<file path="src/rtl/ctech_lib_sync_pkg.sv">
// Shared limits and helpers for the multi-channel synchroniser / glitch filter.
// Imported by the top (range checks) and the per-channel module (counter width).
package ctech_lib_sync_pkg;

    localparam int SYNC_STAGES_MIN   = 2;
    localparam int SYNC_STAGES_MAX   = 4;
    localparam int FILTER_CYCLES_MAX = 255;

    // Counter width able to hold 0..n, never narrower than one bit.
    function automatic int filt_cnt_w(int n);
        int w;
        w = $clog2(n + 1);
        return (w < 1) ? 1 : w;
    endfunction

endpackage

</file>
<file path="src/rtl/ctech_lib_sync_filter_chan.sv">
// One channel: flop-only sync chain, stability counter, registered level,
// edge pulses and a sticky event flag.
module ctech_lib_sync_filter_chan
    import ctech_lib_sync_pkg::*;
#(
    parameter int   STAGES        = 3,
    parameter int   FILTER_CYCLES = 0,
    parameter logic RST_VAL       = 1'b0
) (
    input  logic clk,
    input  logic rstb,
    input  logic d,
    input  logic evt_clr,
    output logic o,
    output logic rise,
    output logic fall,
    output logic evt
);

    localparam int             CW      = filt_cnt_w(FILTER_CYCLES);
    localparam logic [CW-1:0]  CNT_MAX = CW'(FILTER_CYCLES);

    logic [STAGES-1:0] sync_q;
    logic              s;
    logic [CW-1:0]     cnt;
    logic              toggle;

    // Chain is kept in its own block with nothing but flops so CDC tools
    // recognise it as a synchroniser.
    if (STAGES >= 2) begin : g_sync_chain
        // NOTE: the sync flops are reset too, so s (and therefore o) is defined
        // the first cycle after release instead of carrying stale X values.
        always_ff @(posedge clk) begin
            if (!rstb) begin
                sync_q <= {STAGES{RST_VAL}};
            end else begin
                sync_q <= {sync_q[STAGES-2:0], d};
            end
        end
    end

    assign s      = sync_q[STAGES-1];
    assign toggle = (s != o) && (cnt == CNT_MAX);

    // NOTE: all state here uses non-blocking assignments so every register
    // sees the pre-edge values of o and cnt, regardless of statement order.
    always_ff @(posedge clk) begin
        if (!rstb) begin
            cnt  <= '0;
            o    <= RST_VAL;
            rise <= 1'b0;
            fall <= 1'b0;
            evt  <= 1'b0;
        end else begin
            if (s == o || toggle) begin
                cnt <= '0;
            end else begin
                cnt <= cnt + 1'b1;
            end
            if (toggle) begin
                o <= s;
            end
            rise <= toggle & s;
            fall <= toggle & ~s;
            // A toggle on the same edge as a clear keeps the flag set.
            evt  <= toggle | (evt & ~evt_clr);
        end
    end

endmodule

</file>
<file path="src/rtl/ctech_lib_sync_filter.sv">
// Multi-channel reset/status synchroniser with per-channel glitch filter,
// edge pulses and sticky events; channels are fully independent.
module ctech_lib_sync_filter
    import ctech_lib_sync_pkg::*;
#(
    parameter int   WIDTH         = 1,
    parameter int   STAGES        = 3,
    parameter int   FILTER_CYCLES = 0,
    parameter logic RST_VAL       = 1'b0
) (
    input  logic             clk,
    input  logic             rstb,
    input  logic [WIDTH-1:0] d,
    input  logic [WIDTH-1:0] evt_clr,
    output logic [WIDTH-1:0] o,
    output logic [WIDTH-1:0] rise,
    output logic [WIDTH-1:0] fall,
    output logic [WIDTH-1:0] evt
);

    if (WIDTH < 1) begin : g_bad_width
        $error("ctech_lib_sync_filter: WIDTH must be at least 1");
    end
    if (STAGES < SYNC_STAGES_MIN || STAGES > SYNC_STAGES_MAX) begin : g_bad_stages
        $error("ctech_lib_sync_filter: STAGES out of range 2..4");
    end
    if (FILTER_CYCLES < 0 || FILTER_CYCLES > FILTER_CYCLES_MAX) begin : g_bad_filter
        $error("ctech_lib_sync_filter: FILTER_CYCLES out of range 0..255");
    end

    for (genvar i = 0; i < WIDTH; i++) begin : g_chan
        ctech_lib_sync_filter_chan #(
            .STAGES       (STAGES),
            .FILTER_CYCLES(FILTER_CYCLES),
            .RST_VAL      (RST_VAL)
        ) u_chan (
            .clk    (clk),
            .rstb   (rstb),
            .d      (d[i]),
            .evt_clr(evt_clr[i]),
            .o      (o[i]),
            .rise   (rise[i]),
            .fall   (fall[i]),
            .evt    (evt[i])
        );
    end

endmodule

</file>
<file path="config.mk">
export PLATFORM = sky130hd
export DESIGN_NAME = ctech_lib_sync_filter
export DESIGN_NICKNAME = d
export VERILOG_FILES = /design/src/rtl/ctech_lib_sync_pkg.sv /design/src/rtl/ctech_lib_sync_filter_chan.sv /design/src/rtl/ctech_lib_sync_filter.sv
export SDC_FILE = /design/constraint.sdc
export NUM_CORES = 1
export LEC_CHECK = 0
export ABC_AREA = 1
export CORE_AREA = 2 2 39 41
export DETAILED_ROUTE_END_ITERATION = 6
export DIE_AREA = 0 0 41 43
export GPL_ROUTABILITY_DRIVEN = 0
export PLACE_DENSITY_LB_ADDON = 0.15
export SYNTH_ARGS = -nofsm -noshare
export SYNTH_HDL_FRONTEND = slang
export SYNTH_SLANG_ARGS = --single-unit
</file>
<file path="constraint.sdc">
create_clock -name clk -period 1 [get_ports clk]
set_input_delay 0.1 -clock clk [delete_from_list [all_inputs] [get_ports clk]]
set_output_delay 0.1 -clock clk [all_outputs]
set_load 0.01 [all_outputs]
</file>
# Word-level counts from Yosys, hierarchy flattened
# Index checks and enable logic that the tools add are counted.
# totals
register_bits,8
latch_bits,0
mem_bits_rw,0
romBits,0
in_bits,4
out_inout_bits,4
wordCells,20
memories,0
# op_classes
addsub,1
multipliers,0
n_div,0
magnitude_cmp,0
eq_ne,2
n_shift,0
muxes,0
n_bitwise,8
reduce_logical,3
# ops
cell,count
$not A1 Y1,4
$and A1 B1 Y1,3
$reduce_or A2 Y1,1
$add A1 B1 Y1 const B,1
$eq A1 B1 Y1,1
$logic_and A1 B1 Y1,1
$logic_or A1 B1 Y1,1
$ne A1 B1 Y1,1
$or A1 B1 Y1,1

# Logic depth before layout (Yosys ltp)
# Gate-level depths: netlist of the first run.
# depth
word_depth,4
mapped_depth,4

# Worst setup path before layout of the first run
# No wires, ideal clock.
# synth_path
path_kind,reg2reg
startpoint,reg g_chan[0].u_chan.o
endpoint,reg g_chan[0].u_chan.evt
setup_ps,66
arrival_time_ps,678
setup_slack_ps,256
stages_incl_launch_ff,5
cell_sequence,dfxtp_1 -> inv_1 -> nand2_1 -> nand3_2 -> a21oi_2
# synth_via
elab_chain_cells,3
# synth_rtl
element,line_no,text
start: declaration,ctech_lib_sync_filter_chan.sv:14,"output logic o,"
start signal: assignment,ctech_lib_sync_filter_chan.sv:61,o <= s;
$ne A1 B1 Y1,ctech_lib_sync_filter_chan.sv:43,assign toggle = (s != o) && (cnt == CNT_MAX);
$logic_and A1 B1 Y1,ctech_lib_sync_filter_chan.sv:43,
$or A1 B1 Y1,ctech_lib_sync_filter_chan.sv:66,evt <= toggle | (evt & ~evt_clr);
end signal: assignment,ctech_lib_sync_filter_chan.sv:66,
end: declaration,ctech_lib_sync_filter_chan.sv:17,output logic evt
# No other way between the ends.
# A chain may end at the register's enable or synchronous reset.

# Worst setup path after layout of the first run
# layout_path
startpoint,reg g_chan[0].u_chan.o
endpoint,out o
# layout_lines
element,line_no,text
end: declaration,ctech_lib_sync_filter.sv:15,"output logic [WIDTH-1:0] o,"
# No word-level cell between the ends.

==> flow_metrics.tcl, run 1 <==
set metrics [dict create \
    status "complete, no violations" \
    drt_first_pass_iters 2 \
    crit_fanout 2 \
    diodes 0 \
    stdcell_count 58 \
    routed-via-count 204 \
    grt_start_max_net_pins 6 \
    io_buffers 7 \
    synth_cell_type_count 12 \
    htree_levels 1 \
    hold_viol 0 \
    routed_wl_um 457 \
    crit_buf_inv 1 \
    fin_area_sq_um 383 \
    clock_latency_ps 260 \
    worstPathCellList "dlygate4sd2_1" \
    drt_iter0_markers 1 \
    wl_per_cell_um 7.88 \
    dpl.cell_count 55 \
    synthCells 30 \
    critPathKind "flop to primary output" \
    critPathLaunchType "flop" \
    grtUsageTotal_pct 7.14 \
    hold_path.class "input pin to flop" \
    multi_input_area_sq_um 70.1 \
    row_count 14 \
    root_buffer "clkbuf_4" \
    numCtsBuffers 3 \
    switching_share_pct 22.5 \
    cts_tree "yes" \
    drv_cap 0 \
    cp-end-kind "primary output" \
    fin_crit_ps 942 \
    p_comb_share_pct 5.6 \
    clkTransAtPathRegs_ps 60 \
    leakagePower_nw 0.199 \
    ir_drop_mv 0.419 \
    rsz0062_at_grt "false" \
    layout-drive-gt1-share_pct 19.0 \
    worstPathArrival_ps 840 \
    finalSetupViolations 0 \
    yosysSeqAreaShare_pct 61.5 \
    max_freq_ghz 1.06 \
    die_w_um 41 \
    slowest_stage "dfxtp_1" \
    syn_to_final_growth_pct 47.1 \
    synth.avg_cell_area_sq_um 8.68 \
    synth-seq-cells 8 \
    power_density_nw_per_um2 1640 \
    switching_power_mw 0.141 \
    p_seq_share_pct 52.9 \
    clk_path_buf_depth 2 \
    placed_area_sq_um 365 \
    drc 0 \
    dp_slack_ps 61.0 \
    gr-total-overflow 0 \
    avgViaCountPerCell 3.52 \
    grt_pass1_wl_um 738 \
    die_h_um 43 \
    skew_ps 3.97 \
    yosys_warnings 0 \
    cellInternalPower_mw 0.486 \
    drtAntennaViolNets 0 \
    post-route-period-util_pct 94.2 \
    core-area_sq_um 1380 \
    p_total_mw 0.627 \
    die-area_sq_um 1760 \
    fin_nets 48 \
    first_global_vias 184 \
    start_util_pct 18.8 \
    slew_violations 0 \
    p_clk_share_pct 41.4 \
    ff2ff_path_depth 4 \
    crit_path_max_incr_delay_ps 320 \
    regArea_sq_um 160 \
    cp.required_ps 900 \
    min_delay_path_depth 3 \
    hpwl_um 331 \
    grt_antenna_before_repair 0 \
    fillers 151 \
    finalWorstSetupSlack_ps 58.0 \
    postCtsHoldBufs 0 \
    synth_area_sq_um 260 \
    fin_setup_tns_ps 0 \
    boundaryPins 8 \
    critPathTopFamily "flip-flops" \
    worstSetupPathDepth 1 \
    cts.sinks 8 \
    syn_nets 34 \
]
## layout by cell type (no fill, tap or decap)
| master | n |
|---|---|
| a21oi_1 | 1 |
| clkdlybuf4s50_1 | 3 |
| dfxtp_1 | 8 |
| dlygate4sd2_1 | 4 |
| nand3_2 | 1 |
| nand3_1 | 1 |
| o21ai_0 | 1 |
| nor2_1 | 1 |
| buf_4 | 2 |
| conb_1 | 1 |
| inv_2 | 1 |
| inv_1 | 7 |
| a21oi_2 | 1 |
| nand2_1 | 6 |
| nor4_1 | 1 |
| clkbuf_4 | 3 |
## state kept, by name, summed over array words and instances (netlist names)
register and count:
g_chan.u_chan.sync_q 3, g_chan.u_chan.fall 1, g_chan.u_chan.cnt 1, g_chan.u_chan.rise 1, g_chan.u_chan.evt 1, g_chan.u_chan.o 1
## cell type report
| type | instances | share of cell area (%) |
|---|---|---|
| multi-input cells | 14 | 18.3 |
| clock buffers | 3 | 5.88 |
| flip-flops and latches | 8 | 41.8 |
| inverters | 8 | 7.84 |
| well taps | 16 | 5.23 |
| repair buffers | 9 | 20.9 |
## cells by family after synthesis
family | Yosys count | share of synthesized area, %
simple gates | 10 | 18.3
flops | 8 | 61.5
buf+inv | 8 | 11.5
compound gates | 3 | 7.21
other cells | 1 | 1.44
## per-stage QoR
step	util [%]	hold slack [ps]
finish	27.7	364
detailed placement	26.4	409
CTS	27.7	364
floorplan	-	193
global placement	26.4	399
global route	27.7	403
## final timing paths
path                                   start                          to  slack [ps]
hold reg to reg   g_chan[0].u_chan.sync_q[0]  g_chan[0].u_chan.sync_q[1]         420
hold / removal                             d  g_chan[0].u_chan.sync_q[0]         360
setup reg to reg          g_chan[0].u_chan.o          g_chan[0].u_chan.o         170
setup / recovery          g_chan[0].u_chan.o                           o          60
## worst register-to-register path, cell delays in order, from the launching register on
cell,delay (ps)
dfxtp_1,300
buf_4,130
inv_1,80
nand3_1,100
a21oi_1,160
## synthesized netlist by cell type
master / n / share of area, %
a21oi_2: 1 / 3.4
nor2_1: 1 / 1.4
nand3_1: 1 / 1.9
nand3_2: 1 / 3.8
inv_2: 1 / 1.4
nor4_1: 1 / 2.4
o21ai_0: 1 / 1.9
a21oi_1: 1 / 1.9
inv_1: 7 / 10
dfxtp_1: 8 / 62
conb_1: 1 / 1.4
nand2_1: 6 / 8.7
## power by group through the flow
stage	registers, mW	clock network, mW	logic [mW]
after global placement	0.339	0	0.0364
after CTS	0.332	0.266	0.0360
final	0.332	0.260	0.0354
after floorplan	0.340	0	0.0126
after global routing	0.333	0.279	0.0404
after detailed placement	0.339	0	0.0375
## metal layers
metal | global-route usage, % | vias up | share of wire (%)
li1 | - | 113 | -
met1 | 6.80 | 86 | 42
met2 | 9.06 | 5 | 50
met3 | 3.14 | 0 | 7.7
met4 | 10.0 | 0 | 0
met5 | 0 | - | 0
## what timing repair did
| item | in CTS | in global routing |
|---|---|---|
| endpoints found under the setup margin | 4 | 0 |
| resized for setup | 4 | 0 |
| endpoints found under the hold margin | 0 | 0 |
| buffers inserted | 0 | 0 |
(Power assumes the default switching activity.)
==> inputs of run 2 (changes only) <==
--- a/config.mk
+++ b/config.mk
@@ -10,7 +10,6 @@
 export DETAILED_ROUTE_END_ITERATION = 6
 export DIE_AREA = 0 0 41 43
 export GPL_ROUTABILITY_DRIVEN = 0
-export PLACE_DENSITY_LB_ADDON = 0.15
 export SYNTH_ARGS = -nofsm -noshare
 export SYNTH_HDL_FRONTEND = slang
 export SYNTH_SLANG_ARGS = --single-unit
==> run 2 against run 1 <==
  * Via count increased by 1.5%
  * First-iteration DRC count increased by 100%
  * Sequential power about the same
  * Clock power decreased by 8.1%
  * Sequential share of layout area increased by 2.0 points
  * Critical path depth unchanged
  * Critical path type unchanged
  * Highest routed layer unchanged
==> flow_metrics.tcl, run 2 (synthesized netlist as in run 1, its figures left out) <==
set metrics [dict create \
    status "complete, no violations" \
    die_h_um 43 \
    hold_viol 0 \
    wl_per_cell_um 6.43 \
    clk_path_buf_depth 2 \
    die_w_um 41 \
    switching_power_mw 0.121 \
    fin_crit_ps 908 \
    start_util_pct 18.8 \
    routed_wl_um 360 \
    cts_tree "yes" \
    grt_start_max_net_pins 6 \
    drv_cap 0 \
    drc 0 \
    fillers 149 \
    leakagePower_nw 0.181 \
    slew_violations 0 \
    diodes 0 \
    die-area_sq_um 1760 \
    clock_latency_ps 250 \
    switching_share_pct 20.0 \
    critPathTopFamily "flip-flops" \
    cts.sinks 8 \
    cellInternalPower_mw 0.482 \
    grtUsageTotal_pct 6.25 \
    drt_iter0_markers 2 \
    max_freq_ghz 1.10 \
    skew_ps 0.446 \
    critPathKind "flop to primary output" \
    cts_resized 4 \
    final_cell_mix "8 x dfxtp_1, 7 x inv_1, 6 x nand2_1" \
    fin_setup_tns_ps 0 \
    drtAntennaViolNets 0 \
    placed_area_sq_um 350 \
    largest_register "g_chan.u_chan.sync_q" \
    hold_path.class "input pin to flop" \
    fin_nets 46 \
    largest_reg_flops 3 \
    cp-end-kind "primary output" \
    postCtsSetupBuffers 0 \
    boundaryPins 8 \
    grt_pass1_wl_um 641 \
    avgViaCountPerCell 3.70 \
    worstPathArrival_ps 810 \
    syn_to_final_growth_pct 40.4 \
    core-area_sq_um 1380 \
    slowest_stage "dfxtp_1" \
    fin_area_sq_um 365 \
    critPathLaunchType "flop" \
    rsz0062_at_grt "false" \
    ff2ff_path_depth 4 \
    finalSetupViolations 0 \
    p_clk_share_pct 39.7 \
    crit_fanout 1 \
    drt_first_pass_iters 4 \
    row_count 14 \
    p_seq_share_pct 55.2 \
    worstSetupPathDepth 1 \
    root_buffer "clkbuf_4" \
    clkTransAtPathRegs_ps 50 \
    p_comb_share_pct 5.1 \
    gr-total-overflow 0 \
    final_common_cell "dfxtp_1" \
    io_buffers 7 \
    grt_antenna_before_repair 0 \
    cp.required_ps 900 \
    layout-drive-gt1-share_pct 17.5 \
    postCtsHoldBufs 0 \
    stdcell_count 56 \
    routed-via-count 207 \
    worstPathCellList "dlygate4sd2_1" \
    htree_levels 1 \
    min_delay_path_depth 3 \
    dpl.cell_count 53 \
    crit_path_max_incr_delay_ps 290 \
    finalCoreUtilization_pct 26.4 \
    ir_drop_mv 0.704 \
    first_global_vias 174 \
    power_density_nw_per_um2 1650 \
    post-route-period-util_pct 90.8 \
    crit_buf_inv 1 \
    numCtsBuffers 3 \
]
-- run 2: changes by cell type in the layout (fill, tap and decap cells not counted), sizes merged --
cell,before,now
dlygate4sd2,4,2
clkdlybuf4s15,0,1
buf,2,0
clkbuf,3,4
-- run 2: metal layers --
metal  global-route usage (%)  vias up  wire [um]
met5                        0        -          0
met4                     4.00        0          0
met3                     7.85        0         61
met2                     7.19       11        157
met1                     5.86       87        141
li1                         -      109          -
-- run 2: final cells by class --
| class | count | area, sq um | share of cell area, % |
|---|---|---|---|
| well taps | 16 | 20.0 | 5.48 |
| repair buffers | 7 | 62.6 | 17.1 |
| multi-input cells | 14 | 70.1 | 19.2 |
| clock buffers | 3 | 22.5 | 6.16 |
| inverters | 8 | 30.0 | 8.22 |
| flip-flops and latches | 8 | 160 | 43.8 |
-- run 2: stage by stage --
step                setup slack [ps]  total power, mW  hold slack [ps]
detailed placement              24.1            0.372              399
global route                    24.3            0.637              419
finish                          91.8            0.603              383
CTS                             18.0            0.616              377
global placement                19.1            0.371              391
floorplan                        256            0.352              193
-- run 2: power groups by stage --
stage          registers [mW]  logic (mW)  clock network [mW]
2_1_floorplan           0.340      0.0126                   0
3_3_place_gp            0.339      0.0323                   0
3_5_place_dp            0.339      0.0327                   0
4_1_cts                 0.332      0.0314               0.253
5_1_grt                 0.333      0.0358               0.268
6_report                0.333      0.0309               0.239
-- run 2: final timing paths --
| kind | from | end | slack, ps |
|---|---|---|---|
| worst max-delay path | g_chan[0].u_chan.rise | rise | 90 |
| worst min-delay path | d | g_chan[0].u_chan.sync_q[0] | 380 |
| worst max register to register | g_chan[0].u_chan.sync_q[2] | g_chan[0].u_chan.evt | 280 |
| worst min register to register | g_chan[0].u_chan.sync_q[1] | g_chan[0].u_chan.sync_q[2] | 410 |
